### src/rtl/sha3_pkg.sv
`default_nettype none
// ----------------------------------------------------------------------------
// sha3_pkg : constants and helpers shared by the SHA-3 padder and perm_blk
// Rev 1.0
// ----------------------------------------------------------------------------
package sha3_pkg;

  typedef enum logic [1:0] {
    ST_IDLE = 2'd0,
    ST_FILL = 2'd1,
    ST_PAD  = 2'd2,
    ST_CAP  = 2'd3
  } state_e;

  localparam logic [7:0] PAD_FIRST = 8'h06;
  localparam logic [7:0] PAD_LAST  = 8'h80;
  localparam int         NUM_LANES = 25;

  // Keccak lane index i = x + 5*y, identical to the ordering perm_blk expects
  function automatic logic [4:0] lane_index(input logic [2:0] x, input logic [2:0] y);
    return 5'(x) + (5'(y) * 5'd5);
  endfunction

endpackage
`default_nettype wire

### src/rtl/sha3_lane_reg.sv
`default_nettype none
// ----------------------------------------------------------------------------
// sha3_lane_reg : single-entry lane holding register with push/stop handshake
// Rev 1.0
// ----------------------------------------------------------------------------
module sha3_lane_reg (
  input  logic        clk,
  input  logic        rst,
  input  logic        in_valid,
  output logic        in_ready,
  input  logic [63:0] in_data,
  input  logic        in_first,
  input  logic        in_last,
  output logic        out_valid,
  input  logic        out_stop,
  output logic [63:0] out_data,
  output logic        out_first,
  output logic        out_last
);

  logic        valid_q, valid_d;
  logic [63:0] data_q, data_d;
  logic        first_q, first_d;
  logic        last_q, last_d;

  // Ready when empty or when the held lane leaves this cycle, so a reload never bubbles
  assign in_ready = !valid_q || !out_stop;

  always_comb begin
    valid_d = valid_q;
    data_d  = data_q;
    first_d = first_q;
    last_d  = last_q;
    if (in_valid && in_ready) begin
      valid_d = 1'b1;
      data_d  = in_data;
      first_d = in_first;
      last_d  = in_last;
    end else if (valid_q && !out_stop) begin
      valid_d = 1'b0;
      first_d = 1'b0;
      last_d  = 1'b0;
    end
  end

  always_ff @(posedge clk or posedge rst) begin
    if (rst) begin
      valid_q <= 1'b0;
      data_q  <= 64'h0;
      first_q <= 1'b0;
      last_q  <= 1'b0;
    end else begin
      valid_q <= valid_d;
      data_q  <= data_d;
      first_q <= first_d;
      last_q  <= last_d;
    end
  end

  assign out_valid = valid_q;
  assign out_data  = data_q;
  assign out_first = first_q;
  assign out_last  = last_q;

endmodule
`default_nettype wire

### src/rtl/sha3_padder.sv
`default_nettype none
// ----------------------------------------------------------------------------
// sha3_padder : packs message bytes into 64-bit lanes and applies SHA-3 padding
// Rev 1.0
// ----------------------------------------------------------------------------
module sha3_padder
  import sha3_pkg::*;
#(
  parameter int RATE_LANES = 17
) (
  input  logic        clk,
  input  logic        rst,
  input  logic        pushin,
  output logic        stopin,
  input  logic [7:0]  din,
  input  logic        lastin,
  input  logic        emptyin,
  output logic        pushout,
  input  logic        stopout,
  output logic        firstout,
  output logic        lastout,
  output logic [63:0] dout
);

  localparam logic [4:0] LAST_RATE = 5'(RATE_LANES - 1);
  localparam logic [4:0] LAST_LANE = lane_index(3'd4, 3'd4);

  state_e      state_q, state_d;
  logic [4:0]  lane_q, lane_d;
  logic [2:0]  byte_q, byte_d;
  logic [63:0] buf_q, buf_d;
  logic        final_q, final_d;
  logic        extra_q, extra_d;

  logic        w_accept;
  logic        w_ready;
  logic        w_push;
  logic [63:0] w_push_data;
  logic        w_push_first;
  logic        w_push_last;
  logic [5:0]  w_shift;
  logic [5:0]  w_pad_shift;
  logic [63:0] w_ins;
  logic [63:0] w_empty_pad;
  logic [63:0] w_tail_pad;
  logic        w_lane_full;
  logic        w_rate_end;

  // Input is only open in IDLE/FILL and only when a completed lane can be taken
  assign stopin   = (state_q == ST_PAD) || (state_q == ST_CAP) || (pushout && stopout);
  assign w_accept = pushin && !stopin;

  assign w_shift     = {byte_q, 3'b000};
  assign w_pad_shift = {byte_q + 3'd1, 3'b000};
  assign w_ins       = buf_q | (64'(din) << w_shift);
  assign w_empty_pad = buf_q | (64'(PAD_FIRST) << w_shift);
  assign w_tail_pad  = w_ins | (64'(PAD_FIRST) << w_pad_shift);
  assign w_lane_full = (byte_q == 3'd7);
  assign w_rate_end  = w_lane_full && (lane_q == LAST_RATE);

  always_comb begin
    state_d      = state_q;
    lane_d       = lane_q;
    byte_d       = byte_q;
    buf_d        = buf_q;
    final_d      = final_q;
    extra_d      = extra_q;
    w_push       = 1'b0;
    w_push_data  = buf_q;
    w_push_first = (lane_q == 5'd0);
    w_push_last  = 1'b0;
    case (state_q)
      ST_IDLE, ST_FILL: begin
        if (w_accept) begin
          if (lastin && emptyin) begin
            buf_d   = w_empty_pad;
            final_d = 1'b1;
            state_d = ST_PAD;
          end else if (w_lane_full) begin
            w_push      = 1'b1;
            w_push_data = w_ins;
            lane_d      = lane_q + 5'd1;
            byte_d      = 3'd0;
            buf_d       = 64'h0;
            if (w_rate_end) begin
              // A last byte that exactly fills the rate owes a whole padding block
              extra_d = lastin;
              state_d = ST_CAP;
            end else if (lastin) begin
              buf_d   = 64'(PAD_FIRST);
              final_d = 1'b1;
              state_d = ST_PAD;
            end else begin
              state_d = ST_FILL;
            end
          end else begin
            byte_d = byte_q + 3'd1;
            if (lastin) begin
              buf_d   = w_tail_pad;
              final_d = 1'b1;
              state_d = ST_PAD;
            end else begin
              buf_d   = w_ins;
              state_d = ST_FILL;
            end
          end
        end
      end
      ST_PAD: begin
        if (w_ready) begin
          w_push      = 1'b1;
          w_push_data = (lane_q == LAST_RATE) ? (buf_q ^ {PAD_LAST, 56'h0}) : buf_q;
          buf_d       = 64'h0;
          byte_d      = 3'd0;
          lane_d      = lane_q + 5'd1;
          if (lane_q == LAST_RATE) begin
            state_d = ST_CAP;
          end
        end
      end
      ST_CAP: begin
        if (w_ready) begin
          w_push      = 1'b1;
          w_push_data = 64'h0;
          w_push_last = final_q && (lane_q == LAST_LANE);
          if (lane_q == LAST_LANE) begin
            lane_d = 5'd0;
            if (final_q) begin
              final_d = 1'b0;
              state_d = ST_IDLE;
            end else if (extra_q) begin
              extra_d = 1'b0;
              final_d = 1'b1;
              buf_d   = 64'(PAD_FIRST);
              state_d = ST_PAD;
            end else begin
              state_d = ST_FILL;
            end
          end else begin
            lane_d = lane_q + 5'd1;
          end
        end
      end
      default: state_d = ST_IDLE;
    endcase
  end

  always_ff @(posedge clk or posedge rst) begin
    if (rst) begin
      state_q <= ST_IDLE;
      lane_q  <= 5'd0;
      byte_q  <= 3'd0;
      buf_q   <= 64'h0;
      final_q <= 1'b0;
      extra_q <= 1'b0;
    end else begin
      state_q <= state_d;
      lane_q  <= lane_d;
      byte_q  <= byte_d;
      buf_q   <= buf_d;
      final_q <= final_d;
      extra_q <= extra_d;
    end
  end

  sha3_lane_reg u_lane_reg (
    .clk       (clk),
    .rst       (rst),
    .in_valid  (w_push),
    .in_ready  (w_ready),
    .in_data   (w_push_data),
    .in_first  (w_push_first),
    .in_last   (w_push_last),
    .out_valid (pushout),
    .out_stop  (stopout),
    .out_data  (dout),
    .out_first (firstout),
    .out_last  (lastout)
  );

endmodule
`default_nettype wire

### config.mk
export PLATFORM = sky130hd
export DESIGN_NAME = sha3_padder
export DESIGN_NICKNAME = d
export VERILOG_FILES = /design/src/rtl/sha3_pkg.sv /design/src/rtl/sha3_lane_reg.sv /design/src/rtl/sha3_padder.sv
export SDC_FILE = /design/constraint.sdc
export NUM_CORES = 1
export LEC_CHECK = 0
export BUFFER_PORTS_ARGS = -buffer_cell sky130_fd_sc_hd__buf_2
export CORE_MARGIN = 4
export CORE_UTILIZATION = 53
export DETAILED_ROUTE_END_ITERATION = 12
export PLACE_DENSITY = 0.85
export REMOVE_ABC_BUFFERS = 1
export SLEW_MARGIN = 20
export SYNTH_ARGS = -nofsm -noshare
export SYNTH_HDL_FRONTEND = slang
export SYNTH_HIERARCHICAL = 1
export SYNTH_SLANG_ARGS = --single-unit
### constraint.sdc
create_clock -name clk -period 2.7 [get_ports clk]
set_input_delay 0.135 -clock clk [delete_from_list [all_inputs] [get_ports clk]]
set_output_delay 0.135 -clock clk [all_outputs]
set_load 0.01 [all_outputs]
==> results of run 1 <==
==> power by group <==
part           internal, mW  switching [mW]
combinational         0.953            1.58
sequential             2.38           0.238
clock                  1.55           0.891
==> repair_timing <==
action / in CTS / in global routing
hold buffers: 1 / 0
buffers inserted: 0 / 1
endpoints found under the setup margin: 0 / 20
endpoints found under the hold margin: 91 / 0
==> kinds of logic (layout without fill, tap and decap cells) <==
| kind of cell | after synthesis | after routing |
|---|---|---|
| compound gates | 205 | 205 |
| flops | 143 | 143 |
| simple gates | 98 | 98 |
| fa+ha+maj | 9 | 9 |
| buf+inv | 65 | 160 |
| mux | 67 | 67 |
==> layout by cell type, fill, tap and decap left out, drive strengths merged, types with 3 or more instances in the layout <==
master / n
a211o: 4
a21boi: 3
a21oi: 17
a221oi: 3
a22o: 120
a22oi: 4
a311oi: 3
a31oi: 3
a32o: 3
and3: 9
and3b: 4
buf: 113
bufinv: 3
clkbuf: 23
clkinv: 4
dfrtp: 143
ha: 9
inv: 15
mux2: 64
mux2i: 3
nand2: 20
nand3: 15
nor2: 19
nor2b: 3
nor3: 8
o21ai: 18
o31ai: 4
or3: 3
==> routing by layer <==
metal | wire, um | part of all wire (%)
met1 | 7660 | 41
met2 | 9130 | 49
met3 | 1450 | 7.8
met4 | 388 | 2.1
met5 | 12 | 0.064
==> per-stage QoR <==
| stage | area (um2) | cells |
|---|---|---|
| final | 8500 | 858 |
| after global placement | 7850 | 824 |
| after detailed placement | 7850 | 824 |
| after global routing | 8500 | 858 |
| after floorplan | 6920 | 536 |
| after CTS | 8480 | 857 |
==> worst max path at each step <==
| stage | start | to | cells after the start |
|---|---|---|---|
| 6_report | lane_q[0] | flop | 7 |
| 5_1_grt | byte_q[0] | buf_q[50] | 7 |
| 4_1_cts | byte_q[1] | u_lane_reg/out_data[19] | 8 |
| 3_5_place_dp | byte_q[1] | u_lane_reg/out_data[17] | 8 |
| 3_3_place_gp | byte_q[0] | u_lane_reg/out_data[19] | 8 |
| 2_1_floorplan | byte_q[0] | u_lane_reg/out_data[17] | 7 |
==> cell type report <==
class | count | area, um2
Sequential cell | 143 | 3580
Multi-Input combinational cell | 379 | 3300
Timing Repair Buffer | 114 | 731
Clock inverter | 9 | 130
Fill cell | 1013 | 4850
Inverter | 14 | 52.6
Tap cell | 176 | 220
Clock buffer | 23 | 488
==> results.toml, run 1 <==
[status]
status = "completed"

[route]
vias = 5625
drc = 0
first_pass_iters = 7
via_per_inst = 6.56
detail_route.wirelength_um = 18600
detail-route-antenna-nets = 0
initialDrtViolationCount = 595
drt-wirelength-per-cell_um = 21.7

[floorplan]
start_util_pct = 54.5
ios = 82
fp.dieH_um = 125
coreArea_um2 = 13300
die_x_um = 125
num_rows = 42
dieArea_um2 = 15700

[cells_and_area]
drive_gt1_share_pct = 32.4
n_antenna_cell = 0
area.growth.synth_to_final_pct = 16.9
finish.utilization_pct = 63.7
nets = 692

[sta]
clock_skew_ns = 0.0148
period_minus_slack_ns = 2.48
relSlewSlack_pct = 55.6
holdWs_ns = 0.116
hold_viol = 0
rsz0062_at_grt = "false"
worstMarginPinSlew_ns = 0.661
slew_viol_final = 0
fin_crit_sh_pct = 91.8
setup_tns_ns = 0
setup_ws_ns = 0.221
fmax_ghz = 0.403
setup_viol = 0

[clocking]
cts-root-buf = "clkbuf_16"
h-tree-depth = 4
cts_tree = "done"
clock_path_buffers = 2
clock-sinks = 143
clkLatencyLatePin_ns = 0.44
post_cts_resize_count = 0
cts_made_buffers = 17
path_clk_slew_ns = 0.06

[worst_setup_path]
rrSetupSlack_ns = 0.22
crit_slowest_cell = "or4_1"
startpoint_type = "flop"
r2r-start = "lane_q[0]"
criticalPathCategory = "reg2reg"
arrival_ns = 2.79
reg2regPathDepth = 7
worst-path-max-fanout = 52
critPathTopFamily = "simple AND/OR/NAND/NOR gates"
required_ns = 3.01
critPathCaptureType = "flop"
worstPathCellList = "inv_1 > ha_1 > and3_1 > a21oi_2 > or4_1 > buf_4 > a22o_1"
cp_num_buf_inv = 2
critPathMaxStageDelay_ns = 0.52

[pwr]
leakage_nw = 4.27
ir_drop_uv = 798
power_mw = 7.59
power.density_nw_per_um2 = 893

[synthesis]
seq_area_frac_synth_pct = 49.2
synth.most_common_cell = "dfrtp_1"
synth_edf_count = 0
synth-seq-cells = 143
async_flop_share_pct = 100
synth_compound_area_share_pct = 22.8
synth_xor_area_share_pct = 0
ys_types = 64
synth_top_family_by_area = "compound AO/OA/AOI/OAI gates"
synth_top_area_share_pct = 49.2
avgSynthCellArea_um2 = 12.4
yosys.area_share.simple_pct = 7.47
synth_area_leaders = "dfrtp_1, a22o_1, mux2_4"
synth_common_cells = "dfrtp_1, a22o_1, mux2_4"
postSynthCellCount = 587
synthAdderAreaFrac_pct = 1.55
syn_area_um2 = 7270
ys_warn_count = 6
synth_mux_area_share_pct = 13.4
yosys.area.top_type = "dfrtp_1"
synth_ff_type = "dfrtp_1"

[global_route]
grt_pass1_vias = 5670
use_met3_pct = 5.93
grt_overflow = 0
grt_max_degree = 53
track_usage_pct = 24.2
met1_usage_pct = 32.3
antenna_found_initial = 1
met2_usage_pct = 39.5
grt_pass1_wl_um = 30700
busiest_layer = "met2"

[place]
portBuffers = 81
place_ws_ns = 0.161
place_congestion = 0.902
dp_hpwl_um = 12300

[job]
maxCapViolations = 0

[hold_path]
hold_depth = 2
hold-path-endpoint = "u_lane_reg/out_first"
hp-start = "stopout"
hp-class = "in2reg"
Power figures use the tool's default switching activity.
==> run 2: changes to the inputs <==
Settings changed: CORE_MARGIN 4 to 2.
==> run 2 against run 1 <==
Against the previous run: setup slack worse by 0.082 ns; critical path type unchanged; worst hold slack gained 0.013 ns; cell area down 1.8%; via count shrank 4.0%; critical path depth up 1; clock skew is 0.0082 ns lower; core utilization shrank 0.88 points; largest power group unchanged; routed wire length fell by 6.0%; sequential share of layout area increased by 0.76 points; clock power is 9.0% lower.
==> results.toml, run 2 (same netlist as run 1, synthesis figures left out) <==
[worst_setup_path]
r2r-start = "byte_q[0]"
required_ns = 3.00
arrival_ns = 2.87
worst-path-max-fanout = 64
r2r_end = "u_lane_reg/out_data[14]"
criticalPathCategory = "reg2reg"
critPathCaptureType = "flop"
reg2regPathDepth = 8
rrSetupSlack_ns = 0.14
startpoint_type = "flop"

[floorplan]
ios = 82
fp.dieH_um = 121
start_util_pct = 54.7
dieArea_um2 = 14700
coreArea_um2 = 13300
die_x_um = 121
num_rows = 42

[job]
maxCapViolations = 0

[sta]
rsz0062_at_grt = "false"
clock_skew_ns = 0.00659
period_minus_slack_ns = 2.56
hold_viol = 0
setup_viol = 0
fmax_ghz = 0.390
slew_viol_final = 0
relSlewSlack_pct = 35.7
fin_crit_sh_pct = 94.8
worstMarginPinSlew_ns = 0.964

[cells_and_area]
fill_cells = 986
mostFrequentLayoutCells = "dfrtp_1, a22o_1, buf_2"
area.growth.synth_to_final_pct = 14.9
nets = 687
n_antenna_cell = 0
layout_commonest_cell = "dfrtp_1"
drive_gt1_share_pct = 32.0
final_area_um2 = 8350

[clocking]
clock-sinks = 143
clock_path_buffers = 2
h-tree-depth = 4
path_clk_slew_ns = 0.06
post_cts_buffers = 0
cts_made_buffers = 17
cts-root-buf = "clkbuf_16"
clkLatencyLatePin_ns = 0.42
cts_tree = "done"

[hold_path]
hp-start = "stopout"
hold-path-endpoint = "u_lane_reg/out_last"
hp-class = "in2reg"
hold_depth = 2

[place]
place_congestion = 0.873
placed_area_um2 = 7770
portBuffers = 81
dp_hpwl_um = 11200

[pwr]
leakage_nw = 4.19
power.density_nw_per_um2 = 863
ir_drop_uv = 874
power_mw = 7.21

[global_route]
grt_overflow = 0
grt_pass1_wl_um = 29000
grt_pass1_vias = 5492
grt_max_degree = 77
antenna_found_initial = 0
track_usage_pct = 25.4

[route]
detail_route.wirelength_um = 17500
initialDrtViolationCount = 588
first_pass_iters = 5
detail-route-antenna-nets = 0
vias = 5402
drc = 0
via_per_inst = 6.34
drt-wirelength-per-cell_um = 20.6

[status]
status = "completed"
run 2: changes by cell type in the layout (fill, tap and decap cells not counted):
cell / change
inv_6: -1
clkbuf_16: +1
a21boi_0: -1
a21boi_1: +1
ha_2: +1
bufinv_16: -2
ha_1: -1
clkbuf_8: -1
clkinvlp_4: +1
clkinv_4: +2
buf_12: -6
run 2: cell type report:
type                    instances  area [um2]  area share (%)
multi-input cells             379        3300            39.5
well taps                     176         220            2.64
flip-flops and latches        143        3580            42.9
clock buffers                  22         474            5.68
repair buffers                109         636            7.61
inverters                      14        52.6           0.629
clock inverters                 9        86.3            1.03
run 2: stage by stage:
step / hold WS, ns / std cells / setup WS [ns] / TNS, ns / util, %
6_report: 0.129 / 852 / 0.139 / 0 / 62.8
5_1_grt: 0.164 / 852 / 0.0771 / 0 / 62.8
4_1_cts: 0.121 / 852 / 0.0711 / 0 / 62.7
3_5_place_dp: 0.273 / 820 / 0.0845 / 0 / 58.5
3_3_place_gp: 0.257 / 820 / 0.229 / 0 / 58.5
2_1_floorplan: 0.268 / 536 / -2.43 / -166.71 / -
run 2: report_power, final:
part / switching (mW) / internal, mW
clock network: 0.889 / 1.33
registers: 0.228 / 2.38
logic: 1.52 / 0.855
run 2: timing repair:
| action | 4_1_cts | 5_1_grt |
|---|---|---|
| gates resized for setup | 0 | 4 |
| endpoints found under the setup margin | 0 | 59 |
| hold buffers | 1 | 0 |
| endpoints found under the hold margin | 31 | 0 |
run 2: critical path: stages, from the launching register on:
cell	delay (ns)
dfrtp_1	0.36
ha_1	0.18
ha_2	0.27
inv_1	0.10
o31a_1	0.38
inv_1	0.13
a21boi_4	0.19
clkbuf_16	0.36
mux2_4	0.35
run 2: worst max-delay path by stage:
stage / startpoint / end / slack [ns] / cells past startpoint
2_1_floorplan: byte_q[0] / u_lane_reg/out_data[17] / -2.43 / 7
3_3_place_gp: byte_q[0] / u_lane_reg/out_data[19] / 0.23 / 8
3_5_place_dp: byte_q[0] / u_lane_reg/out_data[17] / 0.08 / 8
4_1_cts: byte_q[0] / u_lane_reg/out_data[17] / 0.07 / 8
5_1_grt: byte_q[1] / u_lane_reg/out_data[19] / 0.08 / 8
6_report: byte_q[0] / u_lane_reg/out_data[14] / 0.14 / 8
run 2: per-layer routing:
layer / share of wire [%] / vias up / wire length (um) / track usage [%]
met5: 0 / - / 0 / 0
met4: 2.2 / 0 / 380 / 8.94
met3: 6.4 / 47 / 1130 / 6.11
met2: 48 / 246 / 8430 / 40.1
met1: 43 / 2702 / 7580 / 34.2
li1: - / 2407 / - / -
==> run 3: changes to the inputs <==
Settings changed: PLACE_DENSITY 0.85 to 0.73, RECOVER_POWER set to 25.
==> run 3 against run 2 <==
Against the previous run: the run now ends with max-capacitance violations, max-slew violations left; via count increased by 0.35%; register-to-register slack improved by 0.06 ns; global-route usage rose by 0.24 points; critical path depth unchanged; power increased by 6.6%; first-iteration DRC count is 21% lower; sequential cell count unchanged; non-clock buffer count increased by 5; maximum frequency up 2.4%; clock-buffer cell count is 1 higher; critical path type unchanged; largest power group unchanged; highest routed layer unchanged.
==> results.toml, run 3 (same netlist as run 1, synthesis figures left out) <==
[floorplan]
coreArea_um2 = 13300
fp.dieH_um = 121
start_util_pct = 54.7
num_rows = 42
dieArea_um2 = 14700
ios = 82
die_x_um = 121

[status]
violations = "max-capacitance violations, max-slew violations"
status = "finished with violations"

[place]
place_congestion = 0.952
portBuffers = 81
dp_hpwl_um = 11800
placed_area_um2 = 7810

[route]
vias = 5421
via_per_inst = 6.32
detail_route.wirelength_um = 18000
initialDrtViolationCount = 467
drc = 0
detail-route-antenna-nets = 0
first_pass_iters = 5
drt-wirelength-per-cell_um = 20.9

[cells_and_area]
layout_commonest_cell = "dfrtp_1"
mostFrequentLayoutCells = "dfrtp_1, a22o_1, buf_2"
drive_gt1_share_pct = 32.0
n_antenna_cell = 0
fill_cells = 1027
nets = 692
final_area_um2 = 8490
area.growth.synth_to_final_pct = 16.9

[clocking]
clkLatencyLatePin_ns = 0.43
clock_path_buffers = 2
h-tree-depth = 4
cts_made_buffers = 17
path_clk_slew_ns = 0.06
clock-sinks = 143
cts-root-buf = "clkbuf_16"
cts_tree = "done"

[global_route]
grt_overflow = 0
antenna_found_initial = 0
grt_pass1_vias = 5497
grt_pass1_wl_um = 29200
grt_max_degree = 71
track_usage_pct = 25.6

[sta]
setup_viol = 0
rsz0062_at_grt = "false"
fmax_ghz = 0.400
setup_tns_ns = 0
fin_crit_sh_pct = 92.6
slew_viol_final = 71
clock_skew_ns = 0.0105
hold_viol = 0
relSlewSlack_pct = -16.9
period_minus_slack_ns = 2.50
worstMarginPinSlew_ns = 1.75

[worst_setup_path]
criticalPathCategory = "reg2reg"
required_ns = 3.00
critPathCaptureType = "flop"
arrival_ns = 2.81
worst-path-max-fanout = 18
startpoint_type = "flop"

[pwr]
leakage_nw = 4.27
power.density_nw_per_um2 = 904
ir_drop_uv = 799

[job]
maxCapViolations = 1

[hold_path]
hp-class = "in2reg"
## run 3: cell count changes in the layout (fill, tap and decap cells not counted), sizes merged
cell | previous run | this run
clkinv | 6 | 2
clkbuf | 23 | 26
inv | 14 | 16
bufinv | 1 | 5
buf | 107 | 110
clkinvlp | 2 | 0
## run 3: layer usage
layer / up-vias / GRT usage [%] / wire [um]
met5: - / 0 / 0
met2: 201 / 40.2 / 8590
met1: 2758 / 35.1 / 7990
met3: 37 / 5.22 / 997
li1: 2425 / - / -
met4: 0 / 9.67 / 389
## run 3: final timing paths
| kind | from | end | slack [ns] | cells past startpoint |
|---|---|---|---|---|
| setup / recovery | byte_q[1] | u_lane_reg/out_data[39] | 0.20 | 8 |
| hold / removal | stopout | u_lane_reg/out_first | 0.12 | 2 |
| setup reg to reg | byte_q[1] | u_lane_reg/out_data[39] | 0.20 | 8 |
| hold reg to reg | u_lane_reg/out_data[20] | u_lane_reg/out_data[20] | 0.50 | 1 |
| max in group asynchronous | rst | async pin | 0.53 | 4 |
| min in group asynchronous | rst | async pin | 0.20 | 3 |
## run 3: timing repair
action,in CTS,in global routing
buffers inserted,0,0
hold endpoints to repair,101,0
gates resized for setup,0,2
endpoints found under the setup margin,0,7
hold buffers,1,0
## run 3: worst max-delay path, cell delays in order (launching register included)
cell	delay, ns
dfrtp_1	0.36
ha_1	0.20
ha_2	0.27
inv_1	0.10
o31a_1	0.38
inv_1	0.11
a21boi_4	0.32
buf_6	0.30
mux2_4	0.33
## run 3: stage by stage
stage	total power [mW]	worst slack, ns	hold WS (ns)	util (%)	instances
final	7.68	0.199	0.116	63.9	858
after global routing	8.05	0.0574	0.137	63.9	858
after CTS	7.65	0.142	0.105	63.8	857
after detailed placement	5.02	0.154	0.0618	58.8	824
after global placement	4.94	0.270	0.0541	58.8	824
after floorplan	4.24	-2.43	0.268	-	536
## run 3: layout make-up
cell class              instances  area, um2  area share [%]
repair buffers                114        686            8.07
clock inverters                 9        178            2.09
well taps                     176        220            2.59
inverters                      14       52.6           0.619
flip-flops and latches        143       3580            42.1
multi-input cells             379       3300            38.9
clock buffers                  23        478            5.63
## run 3: where the power goes
part | internal [mW] | switching (mW)
clock network | 1.72 | 0.893
registers | 2.38 | 0.250
logic | 0.895 | 1.55
total | 4.99 | 2.69
